`src/rtl/gmii_tx_framer_if.sv`:
```
// Byte-stream handshake feeding the GMII transmit framer.
// The master drives payload bytes and the slave answers with s_ready.
interface gmii_tx_framer_if;
    logic [7:0] s_data;
    logic       s_valid;
    logic       s_last;
    logic       s_ready;

    modport master (output s_data, output s_valid, output s_last, input  s_ready);
    modport slave  (input  s_data, input  s_valid, input  s_last, output s_ready);
endinterface

```
`src/rtl/gmii_tx_framer.sv`:
```
// GMII transmit framer: preamble/SFD, payload with zero pad to MIN_LEN, CRC-32 FCS,
// inter-frame gap, and single-cycle tx_er abort with discard on source underrun.
module gmii_tx_framer #(
    parameter int IFG     = 12,
    parameter int MIN_LEN = 60
) (
    input  logic             clk,
    input  logic             reset,
    gmii_tx_framer_if.slave  s_if,
    output logic [7:0]       gmii_txd,
    output logic             gmii_tx_en,
    output logic             gmii_tx_er,
    output logic             busy,
    output logic [15:0]      frame_count,
    output logic [15:0]      underrun_count
);
    typedef enum logic [2:0] {
        ST_IDLE, ST_PREAMBLE, ST_SFD, ST_PAYLOAD, ST_PAD, ST_FCS, ST_IFG, ST_DISCARD
    } state_t;

    localparam logic [15:0] MIN_LEN_W = 16'(MIN_LEN);
    localparam logic [15:0] IFG_LAST  = 16'(IFG - 1);

    state_t      r_state;
    state_t      w_state_nxt;
    logic [15:0] r_cnt;
    logic [15:0] r_sub;
    logic [15:0] w_cnt_inc;
    logic [31:0] r_crc;
    logic [31:0] w_fcs;
    logic        w_accept;
    logic [7:0]  w_txd;
    logic        w_tx_en;
    logic        w_tx_er;

    // Reflected CRC-32 (poly 0x04C11DB7 bit-reversed), one byte LSB first.
    function automatic logic [31:0] crc32_byte(input logic [31:0] crc, input logic [7:0] data);
        logic [31:0] c;
        c = crc;
        for (int b = 0; b < 8; b++)
            c = (c[0] ^ data[b]) ? ((c >> 1) ^ 32'hEDB8_8320) : (c >> 1);
        return c;
    endfunction

    assign w_cnt_inc     = (r_cnt == 16'hFFFF) ? r_cnt : r_cnt + 16'd1;
    assign w_fcs         = ~r_crc;
    assign s_if.s_ready  = (r_state == ST_PAYLOAD) || (r_state == ST_DISCARD);
    assign w_accept      = s_if.s_valid & s_if.s_ready;
    assign busy          = (r_state != ST_IDLE);

    // NOTE: sequential state uses <= so every flop samples pre-edge values.
    always_ff @(posedge clk) begin
        if (reset) r_state <= ST_IDLE;
        else       r_state <= w_state_nxt;
    end

    // NOTE: default first so no path through the case leaves a latch.
    always_comb begin
        w_state_nxt = r_state;
        case (r_state)
            ST_IDLE:     if (s_if.s_valid) w_state_nxt = ST_PREAMBLE;
            ST_PREAMBLE: if (r_sub == 16'd5) w_state_nxt = ST_SFD;
            ST_SFD:      w_state_nxt = ST_PAYLOAD;
            ST_PAYLOAD: begin
                if (!s_if.s_valid)
                    w_state_nxt = ST_DISCARD;
                else if (s_if.s_last)
                    w_state_nxt = (w_cnt_inc < MIN_LEN_W) ? ST_PAD : ST_FCS;
            end
            ST_PAD:      if (w_cnt_inc >= MIN_LEN_W) w_state_nxt = ST_FCS;
            ST_FCS:      if (r_sub == 16'd3) w_state_nxt = ST_IFG;
            ST_IFG:      if (r_sub == IFG_LAST) w_state_nxt = ST_IDLE;
            ST_DISCARD:  if (s_if.s_valid && s_if.s_last) w_state_nxt = ST_IFG;
            default:     w_state_nxt = ST_IDLE;
        endcase
    end

    // GMII outputs are registered, so each state decides what appears one cycle later.
    always_comb begin
        w_txd   = 8'h00;
        w_tx_en = 1'b0;
        w_tx_er = 1'b0;
        case (r_state)
            ST_IDLE: if (s_if.s_valid) begin
                w_tx_en = 1'b1;
                w_txd   = 8'h55;
            end
            ST_PREAMBLE: begin
                w_tx_en = 1'b1;
                w_txd   = 8'h55;
            end
            ST_SFD: begin
                w_tx_en = 1'b1;
                w_txd   = 8'hD5;
            end
            ST_PAYLOAD: begin
                w_tx_en = 1'b1;
                if (s_if.s_valid) w_txd   = s_if.s_data;
                else              w_tx_er = 1'b1;
            end
            ST_PAD:  w_tx_en = 1'b1;
            ST_FCS: begin
                w_tx_en = 1'b1;
                w_txd   = w_fcs[{r_sub[1:0], 3'b000} +: 8];
            end
            default: ;
        endcase
    end

    always_ff @(posedge clk) begin
        if (reset) begin
            gmii_txd       <= 8'h00;
            gmii_tx_en     <= 1'b0;
            gmii_tx_er     <= 1'b0;
            r_sub          <= 16'd0;
            r_cnt          <= 16'd0;
            r_crc          <= 32'hFFFF_FFFF;
            frame_count    <= 16'd0;
            underrun_count <= 16'd0;
        end else begin
            gmii_txd   <= w_txd;
            gmii_tx_en <= w_tx_en;
            gmii_tx_er <= w_tx_er;
            r_sub      <= (w_state_nxt != r_state) ? 16'd0 : r_sub + 16'd1;
            case (r_state)
                ST_SFD: begin
                    r_crc <= 32'hFFFF_FFFF;
                    r_cnt <= 16'd0;
                end
                ST_PAYLOAD: if (w_accept) begin
                    r_crc <= crc32_byte(r_crc, s_if.s_data);
                    r_cnt <= w_cnt_inc;
                end
                ST_PAD: begin
                    r_crc <= crc32_byte(r_crc, 8'h00);
                    r_cnt <= w_cnt_inc;
                end
                default: ;
            endcase
            if (r_state == ST_FCS && r_sub == 16'd3)
                frame_count <= frame_count + 16'd1;
            if (r_state == ST_PAYLOAD && !s_if.s_valid)
                underrun_count <= underrun_count + 16'd1;
        end
    end
endmodule
```
`src/flat_wrapper.sv`:
```
// flat-port wrapper written by rule: the top's interface ports become plain ports
module gmii_tx_framer_flat 
#(
    parameter int IFG     = 12,
    parameter int MIN_LEN = 60
)
  (clk, reset, gmii_txd, gmii_tx_en, gmii_tx_er, busy, frame_count, underrun_count, s_if_s_data, s_if_s_valid, s_if_s_last, s_if_s_ready);
  gmii_tx_framer_if s_if_i ();
  input  logic clk;
  input  logic reset;
  output logic [7:0] gmii_txd;
  output logic gmii_tx_en;
  output logic gmii_tx_er;
  output logic busy;
  output logic [15:0] frame_count;
  output logic [15:0] underrun_count;
  input wire logic [$bits(s_if_i.s_data)-1:0] s_if_s_data;
  input wire logic [$bits(s_if_i.s_valid)-1:0] s_if_s_valid;
  input wire logic [$bits(s_if_i.s_last)-1:0] s_if_s_last;
  output wire logic [$bits(s_if_i.s_ready)-1:0] s_if_s_ready;
  assign s_if_i.s_data = s_if_s_data;
  assign s_if_i.s_valid = s_if_s_valid;
  assign s_if_i.s_last = s_if_s_last;
  assign s_if_s_ready = s_if_i.s_ready;
  gmii_tx_framer #(.IFG(IFG), .MIN_LEN(MIN_LEN)) u_core (.clk(clk), .reset(reset), .s_if(s_if_i), .gmii_txd(gmii_txd), .gmii_tx_en(gmii_tx_en), .gmii_tx_er(gmii_tx_er), .busy(busy), .frame_count(frame_count), .underrun_count(underrun_count));
endmodule
```
`config.mk`:
```
export PLATFORM = sky130hd
export DESIGN_NAME = gmii_tx_framer_flat
export DESIGN_NICKNAME = d
export VERILOG_FILES = /design/src/rtl/gmii_tx_framer_if.sv /design/src/rtl/gmii_tx_framer.sv /design/src/flat_wrapper.sv
export SDC_FILE = /design/constraint.sdc
export NUM_CORES = 1
export LEC_CHECK = 0
export BUFFER_PORTS_ARGS = -buffer_cell sky130_fd_sc_hd__buf_2
export CAP_MARGIN = 30
export CORE_AREA = 2 2 168 170
export DETAILED_ROUTE_END_ITERATION = 8
export DIE_AREA = 0 0 170 172
export PLACE_DENSITY = 0.4
export SLEW_MARGIN = 20
export SYNTH_ARGS = -nofsm -noshare
export SYNTH_HDL_FRONTEND = slang
export SYNTH_SLANG_ARGS = --single-unit
```
`constraint.sdc`:
```
create_clock -name clk -period 3.2 [get_ports clk]
set_clock_uncertainty 0.15 [all_clocks]
set_input_delay 0.16 -clock clk [delete_from_list [all_inputs] [get_ports clk]]
set_output_delay 0.16 -clock clk [all_outputs]
set_load 0.01 [all_outputs]
```
Yosys cells after proc, flatten, opt, wreduce, memory -nomap -nowiden

Index checks and enable logic that the tools add are counted.

Add/subtract/negate cells: 4
Multipliers: 0
Div/mod/pow operators: 0
Order comparisons: 2
Equal/unequal tests: 13
Shift operators: 1
Muxes and demuxes: 37
Bitwise logic cells: 26
Reductions and logical operators: 12

Operator list:

| operator                                                            | count |
|---|---|
| 2-to-1 mux 32 bit                                                   | 17 |
| NOT 13 -> 14 bit                                                    | 15 |
| one-hot mux 32 bit (3 select lines)                                 | 1 |
| adder 16 x 1 -> 16 bit (second input constant)                      | 4 |
| one-hot mux 16 bit (3 select lines)                                 | 1 |
| one-hot mux 8 bit (5 select lines)                                  | 1 |
| 2-to-1 mux 16 bit                                                   | 2 |
| NOT 32 bit                                                          | 1 |
| variable part select 32 x 6 -> 8 bit                                | 1 |
| 2-to-1 mux 3 bit                                                    | 8 |
| one-hot mux 3 bit (8 select lines)                                  | 1 |
| equality test 16 bit (second input constant)                        | 1 |
| equality test 16 x 2 -> 1 bit (second input constant)               | 1 |
| equality test 16 x 3 -> 1 bit (second input constant)               | 1 |
| equality test 16 x 4 -> 1 bit (second input constant)               | 1 |
| greater-or-equal comparator 16 x 6 -> 1 bit (second input constant) | 1 |
| < comparator 16 x 6 -> 1 bit (second input constant)                | 1 |
| equality test 3 bit (second input constant)                         | 4 |
| 2-to-1 mux 8 bit                                                    | 1 |
| bitwise XOR 1 bit                                                   | 8 |
| 2-to-1 mux 7 bit                                                    | 1 |
| equality test 3 x 2 -> 1 bit (second input constant)                | 2 |
| nonzero test 3 bit                                                  | 2 |
| OR reduction 5 bit                                                  | 1 |
| 13 further kinds                                                    | 18 |

Flip-flop bits (word level): 109
Latch bits: 0
RAM bits: 0
Bits in read-only memories: 0
Bits of input ports: 12
Output and inout bits: 44
Word-level logic and storage cells: 104
Memories: 0

Depth between registers and ports, before layout

Depth in word-level cells: 18
Gate-level depth with buffers: 10

Least setup slack after synthesis

OpenSTA, ideal clock, no wires.

Path kind: register -> register
Start point: reg u_core.r_cnt[0]
End point: reg u_core.r_sub[10]
Setup time: 0.112 ns
Data arrival time: 2.263 ns
Path slack: 0.675 ns
Stages on the path, launching flop included: 11
Buffers on the path: 2
Clock period less this slack: 2.525 ns
Cells stage by stage: dfxtp_1 > ha_1 > nand4_2 > or4_1 > clkbuf_2 > nand3_1 > o21ai_0 > nor4bb_4 > a21oi_2 > buf_6 > nor2_1

Word-level cells in the longest chain between the ends: 9
Elaborated cells on any way between the ends: 12

Ends and longest elaborated chain:

| item                                                                  | RTL line              | RTL |
|---|---|---|
| start, declared                                                       | gmii_tx_framer.sv:26  | `logic [15:0] r_cnt;` |
| start signal, assigned                                                | gmii_tx_framer.sv:132 | `r_cnt <= w_cnt_inc;` |
| start signal, assigned                                                | gmii_tx_framer.sv:136 | `r_cnt <= w_cnt_inc;` |
| adder 16 x 1 -> 16 bit / equality test 16 bit (equally long branches) | gmii_tx_framer.sv:45  | `assign w_cnt_inc = (r_cnt == 16'hFFFF) ? r_cnt : r_cnt + 16'd1;` |
| 2-to-1 mux 16 bit *                                                   | gmii_tx_framer.sv:45  |  |
| < comparator 16 x 6 -> 1 bit                                          | gmii_tx_framer.sv:68  | `w_state_nxt = (w_cnt_inc < MIN_LEN_W) ? ST_PAD : ST_FCS;` |
| 2-to-1 mux 1 bit                                                      | gmii_tx_framer.sv:68  |  |
| 2-to-1 mux 3 bit                                                      | gmii_tx_framer.sv:67  | `else if (s_if.s_last)` |
| 2-to-1 mux 3 bit                                                      | gmii_tx_framer.sv:65  | `if (!s_if.s_valid)` |
| one-hot mux 3 bit (8 select lines) *                                  | gmii_tx_framer.sv:60  | `case (r_state)` |
| != test 3 bit *                                                       | gmii_tx_framer.sv:124 | `r_sub <= (w_state_nxt != r_state) ? 16'd0 : r_sub + 16'd1;` |
| OR reduction 2 bit (no line) *                                        | --                    |  |
| end signal, assigned                                                  | gmii_tx_framer.sv:124 |  |
| end, declared                                                         | gmii_tx_framer.sv:27  | `logic [15:0] r_sub;` |

Mark *: on every way between the ends. The rest lies on a longest branch, timed or not.
A chain may end at the register's enable or synchronous reset.

Final worst setup path

Start point: reg u_core.r_cnt[0]
End point: reg u_core.r_sub[0]

Same word-level chain as after synthesis.

==> results.ini <==
[floorplan]
core_sq_um=27500
std_cell_rows=61
io_pins=56
dieArea_sq_um=29200
die_h_um=172
die_width_um=170
initial_core_util=0.247

[finish]
diodes=0
drive_above_1_share=0.160
final_cells=1214
nNetsFinal=880
post-route-cell-area_sq_um=7870
syn_to_final_growth_pct=15.8

[yosys]
syn_area_sq_um=6800
synth_edf_count=0
yosysWarnings=0
async_reset_ff_frac=0
syn_nets=829
synth.yosys.seq_area_share=0.321
synth_top_area_cell=dfxtp_1
synth.avg_cell_area_sq_um=8.37
synth_area_leaders=dfxtp_1 (32%), xnor2_1 (12%), xor2_1 (7.7%)
synthFlopType=dfxtp_1
postSynthCellCount=812
yosys_register_bits=109
synth_top_area_frac=0.321
ys_types=65

[worst_setup_path]
crit_family=simple AND/OR/NAND/NOR gates
path_buf_inv=1
ff2ff_setup_slack_ns=0.43
end_kind=flip-flop
cp_slowest_stage_delay_ns=0.72
start_kind=flip-flop
cp_cell_sequence=ha_1 > nand4_2 > or4_1 > nand3_1 > o21ai_0 > nor4bb_4 > a21oi_2 > buf_4 > nor3b_1
worstPathMaxFanout=16
arrival_ns=2.87
critical-path-slowest-cell=or4_1
cp_data_required_time_ns=3.30
path_class=flip-flop to flip-flop

[place]
dp_cells=1194
gp_routability_congestion=0.817
hpwlAfterDp_um=14700
io_buffers=55
placed_area_sq_um=7520

[route]
wl_met1_um=10400
met2_length_um=9830
wl_per_cell_um=17.4
wl_met3_um=607
vias_per_cell=4.85
drtAntennaViolNets=0
drtIter0Drc=408
wl_um=21200
drc=0
via_count=5893
dr.pass1.iters=5
top_layer=met4

[cts]
clkLatencyLatePin_ns=0.36
cts_root_buf=clkbuf_16
clk_path_buf_depth=2
cts-buffers-inserted=9
htreeDepth=3
cts_resized=0
clk_pin_slew_ns=0.08
cts_sinks=109
cts_tree=done

[power]
vdd_drop_max_uv=217
p_leak_nw=2.87
power.total_mw=2.88
p_per_area_nw_per_um2=366

[timing]
worst_pin_slew_ns=0.822
setup-tns-final_ns=0
timing.fmax_ghz=0.360
hold_viol_final=0
fin_crit_ns=2.77
grt_setup_unrepaired=false
whs_ns=0.0293
slew_violations=0
post-route-period-util=0.867
final-setup-viol-count=0
slew_headroom=0.450

[global_route]
grt_pass1_vias=5673
grt_pass1_wl_um=33200
track_usage=0.148
antenna_found_initial=0
grt_max_degree=58
grt-ovfl-total=0

[run]
cap_violations=0

[status]
status=completed

[hold_path]
hp-class=input pin to flip-flop

synthesized netlist by cell type, drive strengths merged (3+ instances only):
master and count:
a211o 7, a211oi 10, a21oi 52, a221oi 7, a31oi 11, and3 13
and4 7, buf 18, clkbuf 33, dfxtp 109, ha 5, inv 4
mux2i 3, mux4 8, nand2 62, nand2b 8, nand3 34, nand4 15
nor2 110, nor2b 4, nor3 15, nor3b 3, nor4 9, o21a 3
o21ai 32, o21bai 11, o221ai 3, o22ai 5, o32a 5, or2 5
or3 6, or4 3, xnor2 103, xor2 62
area by class of cell:
cell class                 instances  area [sq um]
sequential                       109          2180
tap                              346           433
fill                            2986         19600
clock buffer                       9           225
clock inverter                     7          87.6
timing repair buffer              91           551
inverter                           4          15.0
multi-input combinational        648          4370
worst reg2reg max path: stages, from the launching register on:
cell      delay (ns)
dfxtp_1         0.42
ha_1            0.33
nand4_2         0.20
or4_1           0.72
nand3_1         0.14
o21ai_0         0.08
nor4bb_4        0.18
a21oi_2         0.15
buf_4           0.24
nor3b_1         0.07
cells by family after synthesis:
group | count (synthesis) | share of synthesized area
AO/OA/AOI/OAI | 164 | 0.155
XOR/XNOR | 165 | 0.229
adder cells (fa/ha/maj) | 5 | 0.00921
buffers and inverters | 55 | 0.0363
flip-flops | 109 | 0.321
multiplexers | 13 | 0.0342
AND/OR/NAND/NOR | 301 | 0.215
worst paths after layout:
| kind | startpoint | end | cells after the start |
|---|---|---|---|
| max | u_core.r_cnt[0]$_SDFFE_PP0P_ | u_core.r_sub[0]$_SDFF_PP0_ | 9 |
| min | s_if_s_data[2] | u_core.gmii_txd[2]$_SDFF_PP0_ | 3 |
| max reg2reg | u_core.r_cnt[0]$_SDFFE_PP0P_ | u_core.r_sub[0]$_SDFF_PP0_ | 9 |
| min reg2reg | u_core.frame_count[5]$_SDFFE_PP0P_ | u_core.frame_count[5]$_SDFFE_PP0P_ | 2 |
cell usage in the layout (no fill, tap or decap), types with 13 or more instances in the layout:
| cell | synthesis | routed |
|---|---|---|
| and3_1 | 13 | 13 |
| buf_4 | 3 | 32 |
| nand4_1 | 14 | 14 |
| dfxtp_1 | 109 | 109 |
| nand2_1 | 62 | 62 |
| nand3_1 | 34 | 34 |
| a21oi_1 | 51 | 51 |
| nor2_1 | 110 | 109 |
| o21ai_0 | 30 | 30 |
| buf_2 | 10 | 56 |
| nor3_1 | 14 | 14 |
| xor2_1 | 60 | 60 |
| xnor2_1 | 95 | 95 |
per-stage QoR:
stage | utilization | worst slack [ns]
floorplan | - | 0.675
global placement | 0.274 | 0.473
detailed placement | 0.274 | 0.419
CTS | 0.286 | 0.401
global route | 0.286 | 0.129
finish | 0.286 | 0.426
sequential cells by signal, indices dropped and copies added, names as in the netlist:
register and flops:
u_core.gmii_tx_er 1, u_core.underrun_count 16, u_core.gmii_txd 8, u_core.frame_count 16, u_core.r_sub 16, u_core.r_crc 32, u_core.r_cnt 16, u_core.r_state 3
u_core.gmii_tx_en 1
routing by layer:
layer	global-route usage	vias up
li1	-	2963
met1	0.199	2809
met2	0.247	104
met3	0.0199	17
met4	0.0431	0
met5	0	-
repair_timing:
item / 4_1_cts / 5_1_grt
setup buffers: 0 / 0
hold buffers: 3 / 0
hold endpoints to repair: 3 / 0
power by group:
group	leakage, nW	internal [mW]	switching [mW]
Combinational	1.84	0.129	0.189
Clock	0.148	0.565	0.627
Sequential	0.881	1.36	0.00571
Total	2.87	2.06	0.822
No activity file was read; power rests on OpenSTA's default activity.
